$ cat src/rtl/key_event_decoder.sv
// key_event_decoder: PS/2 frame receiver with E0/F0 prefix tracking and game-key mapping
module key_event_decoder #(
    parameter int FILTER_LEN     = 8,
    parameter int TIMEOUT_CYCLES = 100000
) (
    input  logic        clk,
    input  logic        rst,
    input  logic        ps2_clk,
    input  logic        ps2_data,
    output logic [12:0] key_down,
    output logic [8:0]  last_change,
    output logic        been_ready,
    output logic        frame_err
);
    localparam int FW = $clog2(FILTER_LEN + 1);
    localparam int TW = $clog2(TIMEOUT_CYCLES + 1);
    localparam logic [FW-1:0] F_MAX = FW'(FILTER_LEN - 1);
    localparam logic [TW-1:0] T_MAX = TW'(TIMEOUT_CYCLES - 1);
    typedef enum logic [1:0] {IDLE, EXT, BRK, EXTBRK} pfx_t;
    pfx_t state, nstate;
    logic [1:0] ck_sy, dt_sy;
    logic fclk, fall, par, byte_ok, byte_vld, byte_bad, ext, brk, hit, evt;
    logic [FW-1:0] fcnt;
    logic [TW-1:0] tcnt;
    logic [3:0] bcnt;
    logic [7:0] sr;
    logic [8:0] code;
    assign fall     = fclk & ~ck_sy[1] & (fcnt == F_MAX);
    assign byte_ok  = (^{sr, par}) & dt_sy[1];
    assign byte_vld = fall & (bcnt == 4'd10) & byte_ok;
    assign byte_bad = fall & (bcnt == 4'd10) & ~byte_ok;
    // Pins idle high, so sync and filter start high to avoid a phantom edge after reset
    always_ff @(posedge clk or posedge rst) begin
        if (rst) begin
            ck_sy <= 2'b11;
            dt_sy <= 2'b11;
            fclk  <= 1'b1;
            fcnt  <= '0;
        end else begin
            ck_sy <= {ck_sy[0], ps2_clk};
            dt_sy <= {dt_sy[0], ps2_data};
            if (ck_sy[1] == fclk) fcnt <= '0;
            else if (fcnt == F_MAX) begin
                fclk <= ck_sy[1];
                fcnt <= '0;
            end else fcnt <= fcnt + 1'b1;
        end
    end
    always_ff @(posedge clk or posedge rst) begin
        if (rst) begin
            bcnt      <= '0;
            tcnt      <= '0;
            sr        <= '0;
            par       <= 1'b0;
            frame_err <= 1'b0;
        end else begin
            frame_err <= 1'b0;
            if (fall) begin
                tcnt <= '0;
                if (bcnt == 4'd0) begin
                    if (dt_sy[1]) frame_err <= 1'b1;
                    else bcnt <= 4'd1;
                end else if (bcnt < 4'd9) begin
                    sr   <= {dt_sy[1], sr[7:1]};
                    bcnt <= bcnt + 1'b1;
                end else if (bcnt == 4'd9) begin
                    par  <= dt_sy[1];
                    bcnt <= 4'd10;
                end else begin
                    bcnt      <= '0;
                    frame_err <= ~byte_ok;
                end
            end else if (bcnt != 4'd0) begin
                if (tcnt == T_MAX) begin
                    frame_err <= 1'b1;
                    bcnt      <= '0;
                    tcnt      <= '0;
                end else tcnt <= tcnt + 1'b1;
            end
        end
    end
    always_ff @(posedge clk or posedge rst) begin
        if (rst) state <= IDLE;
        else state <= nstate;
    end
    always_comb begin
        nstate = state;
        evt    = 1'b0;
        code   = '0;
        hit    = 1'b1;
        ext    = (state == EXT) || (state == EXTBRK);
        brk    = (state == BRK) || (state == EXTBRK);
        case ({ext, sr})
            9'h16B:  code = 9'd5;
            9'h174:  code = 9'd6;
            9'h175:  code = 9'd4;
            9'h172:  code = 9'd12;
            9'h029:  code = 9'd3;
            9'h15A:  code = 9'd11;
            default: hit = 1'b0;
        endcase
        if (byte_vld) begin
            if (!brk && sr == 8'hE0) nstate = EXT;
            else if (!brk && sr == 8'hF0) nstate = ext ? EXTBRK : BRK;
            else begin
                nstate = IDLE;
                evt    = hit;
            end
        end else if (byte_bad) nstate = IDLE;
    end
    always_ff @(posedge clk or posedge rst) begin
        if (rst) begin
            key_down    <= '0;
            last_change <= '0;
            been_ready  <= 1'b0;
        end else begin
            been_ready <= evt;
            if (evt) begin
                key_down[code[3:0]] <= ~brk;
                last_change         <= code;
            end
        end
    end
endmodule

$ cat config.mk
export PLATFORM = sky130hd
export DESIGN_NAME = key_event_decoder
export DESIGN_NICKNAME = d
export VERILOG_FILES = /design/src/rtl/key_event_decoder.sv
export SDC_FILE = /design/constraint.sdc
export NUM_CORES = 1
export LEC_CHECK = 0
export BUFFER_PORTS_ARGS = -buffer_cell sky130_fd_sc_hd__buf_2
export CAP_MARGIN = 10
export CORE_MARGIN = 8
export CORE_UTILIZATION = 40
export CTS_CLUSTER_SIZE = 16
export DETAILED_ROUTE_END_ITERATION = 8
export PLACE_DENSITY = 0.68
export SYNTH_ARGS = -nofsm -noshare
export SYNTH_HDL_FRONTEND = slang
export SYNTH_SLANG_ARGS = --single-unit
$ cat constraint.sdc
create_clock -name clk -period 2.7 [get_ports clk]
set_input_delay 0.27 -clock clk [delete_from_list [all_inputs] [get_ports clk]]
set_output_delay 0.27 -clock clk [all_outputs]
set_load 0.02 [all_outputs]
==> run_results.csv <==
group,metric,value,unit
status,status,"finished clean",
die,top_level_ports,28,
placement,hpwl,3958,µm
worst_setup_path,crit_required,2.93,ns
die,dieWidth,102.9,µm
clock_tree,cts_setup_buffers,0,
logic_synthesis,synth_area_per_cell,10.75,µm²
clock_tree,clk_latency,0.34,ns
worst_setup_path,cp.arrival,2.37,ns
sta,tightest_slew,0.7083,ns
routing,vias,2042,
global_route,grt_antenna_before_repair,0,
routing,drt-initial-drc-count,85,
placement,gp_congestion,0.8253,
clock_tree,htree_levels,3,
logic_synthesis,netlist_area,0.003022,mm²
finish,synthToLayoutAreaGrowth,11.84,%
worst_setup_path,crit_path_end,"sr[3]",
global_route,grt_max_degree,36,
worst_setup_path,startpoint,"bcnt[0]",
power,power_density,531.9,mW/mm²
power,leakage,1.659,nW
logic_synthesis,synthXorXnorAreaFrac,0.07950,
worst_setup_path,rrSetupSlack,0.56,ns
logic_synthesis,synth_fa_ha_area_frac,0.02899,
routing,drc_errors,0,
min_path,hp-class,"primary input to flop",
placement,portBuffers,22,
global_route,grt_pass1_wl,9715,µm
finish,diodes,0,
sta,setup_tns,0,ns
logic_synthesis,synth_seq_cells,60,
sta,skew,0.006208,ns
logic_synthesis,async_reset_ff_frac,1.000,
global_route,grt_pass1_vias,2109,
logic_synthesis,synth_compound_area_frac,0.08489,
logic_synthesis,synthSimpleGateAreaFrac,0.1909,
logic_synthesis,synth_warnings,0,
worst_setup_path,r2r-start,"bcnt[0]",
global_route,grtUsageTotal,0.1172,
routing,antenna_left,0,
routing,finalWirelength,5501,µm
logic_synthesis,synth_mux_area_frac,0.06460,
routing,post_drt_wl_per_cell,13.58,µm
routing,firstDrtPassIters,4,
logic_synthesis,synth_ff_type,"dfrtp_1",
logic_synthesis,synth_top_family_by_area,"simple AND/OR/NAND/NOR gates",
clock_tree,clk_path_buf_depth,2,
sta,fmax,0.4664,GHz
power,peakVddDrop,369.8,µV
logic_synthesis,ys_seq_area_frac,0.4990,
die,core-area,0.007292,mm²
finish,nets,312,
power,power,1.798,mW
sta,rsz0062_at_grt,"no",
die,rows,31,
sta,fin_crit_sh,0.7941,
routing,via_per_inst,5.042,
worst_setup_path,critPathCaptureType,"flop",
worst_setup_path,cp_max_fo,8,
finish,drive_gt1_frac,0.2222,
finish,layout_commonest_cell,"dfrtp_1",
clock_tree,cts.clk_slew.worst_paths,0.06,ns
clock_tree,numCtsBuffers,9,
clock_tree,clock-root-buffer,"clkbuf_8",
logic_synthesis,synth_enable_flop_cells,0,
clock_tree,cts_resized,0,
clock_tree,cts_sinks,60,
logic_synthesis,netlist_instances,281,
finish,final_cell_mix,"dfrtp_1, nor2_1, buf_2",
sta,finalHoldViolations,0,
sta,slew_headroom,0.5271,
finish,num-fill-cells,704,
sta,finalSetupViolations,0,
worst_setup_path,critPathKind,"flop to flop",
sta,report.final.slew_viol_count,0,
logic_synthesis,synth_cell_types,56,
clock_tree,holdBufCountCts,0,
flow_run,drv_cap,0,
sta,fin_crit,2.144,ns
die,initial_core_util,0.4144,
die,die_y,102.9,µm
worst_setup_path,cp-start-kind,"flop",
worst_setup_path,rr_worst_depth,6,
worst_setup_path,r2r_end,"sr[3]",
die,die-area,0.01059,mm²
global_route,globalRoute.totalOverflow,0,
clock_tree,cts_tree,"done",
cells by family after synthesis:
logic type | Yosys count
adders and majority gates | 7
DFF | 60
buffers and inverters | 33
other | 1
muxes | 17
and+or+nand+nor | 102
AOI/OAI and AO/OA | 37
xor gates and xnor gates | 24
area by class of cell:
class / instances / area (µm²) / area share
repair buffers: 26 / 140.1 / 0.04147
clock buffers: 14 / 152.6 / 0.04517
flip-flops and latches: 60 / 1508 / 0.4461
inverters: 12 / 45.04 / 0.01333
well taps: 99 / 123.9 / 0.03665
multi-input cells: 192 / 1375 / 0.4069
clock inverters: 2 / 35.03 / 0.01037
cell usage after synthesis (2+ instances only):
| master | count | area [µm²] |
|---|---|---|
| dfrtp_1 | 55 | 1376 |
| nor2_1 | 29 | 108.9 |
| xor2_1 | 16 | 140.1 |
| nand2_1 | 15 | 56.30 |
| nand3_1 | 15 | 75.07 |
| clkbuf_1 | 12 | 45.04 |
| inv_1 | 12 | 45.04 |
| a21oi_1 | 10 | 50.05 |
| mux2_2 | 10 | 112.6 |
| o21ai_0 | 8 | 40.04 |
| ha_1 | 7 | 87.58 |
| nand4_1 | 7 | 43.79 |
| mux2i_1 | 6 | 60.06 |
| xnor2_1 | 6 | 52.55 |
| buf_4 | 5 | 37.54 |
| dfstp_2 | 5 | 131.4 |
| nor3_1 | 5 | 25.02 |
| a31oi_1 | 3 | 18.77 |
| and3_1 | 3 | 18.77 |
| and4b_1 | 3 | 30.03 |
| buf_2 | 3 | 15.01 |
| nand2b_1 | 3 | 18.77 |
| nand4b_1 | 3 | 26.28 |
| nor2b_1 | 3 | 18.77 |
| a211oi_1 | 2 | 15.01 |
| nor3b_2 | 2 | 25.02 |
| o211ai_1 | 2 | 15.01 |
| or4b_1 | 2 | 20.02 |
| xnor3_2 | 2 | 47.55 |
state kept, by name, summed over array words and instances (netlist names), 2 cells and up:
name,flops
last_change,4
sr,8
tcnt,17
state,2
bcnt,4
dt_sy,2
ck_sy,2
fcnt,4
key_down,13
through the flow:
| stage | hold WS, ns | instances | util | instance area (µm²) | setup WS [ns] |
|---|---|---|---|---|---|
| final | 0.02683 | 405 | 0.4635 | 3379 | 0.5560 |
| after global routing | 0.003280 | 405 | 0.4635 | 3379 | 0.3570 |
| after CTS | 0.01398 | 405 | 0.4635 | 3379 | 0.5425 |
| after detailed placement | 0.3479 | 389 | 0.4377 | 3192 | 0.5607 |
| after global placement | 0.3484 | 389 | 0.4377 | 3192 | 0.6113 |
| after floorplan | 0.2745 | 285 | - | 3037 | 0.7854 |
where the power goes:
group | switching, mW | leakage [nW] | internal [mW]
clock network | 0.333 | 0.0947 | 0.452
registers | 0.0174 | 0.819 | 0.925
logic | 0.0449 | 0.746 | 0.0257
critical path, stage by stage (launching register included):
cell,delay [ns]
dfrtp_1,0.45
inv_1,0.11
ha_1,0.28
nand2b_1,0.14
nand2b_1,0.30
nand3_1,0.37
mux2_2,0.38
routing by layer:
metal / GRT usage / wire, µm / up-vias
li1: - / - / 1005
met1: 0.1370 / 2537 / 982
met2: 0.1891 / 2572 / 42
met3: 0.04119 / 293 / 13
met4: 0.05339 / 97 / 0
met5: 0 / 0 / -
worst min-delay path by stage:
stage | depth (start not counted) | end | start
2_1_floorplan | 0 | ck_sy[0] | ps2_clk
3_3_place_gp | 0 | ck_sy[1] | ck_sy[0]
3_5_place_dp | 0 | ck_sy[1] | ck_sy[0]
4_1_cts | 1 | ck_sy[0] | ps2_clk
5_1_grt | 1 | ck_sy[0] | ps2_clk
6_report | 1 | ck_sy[0] | ps2_clk
Note: power is estimated with default switching activity, not from simulation.
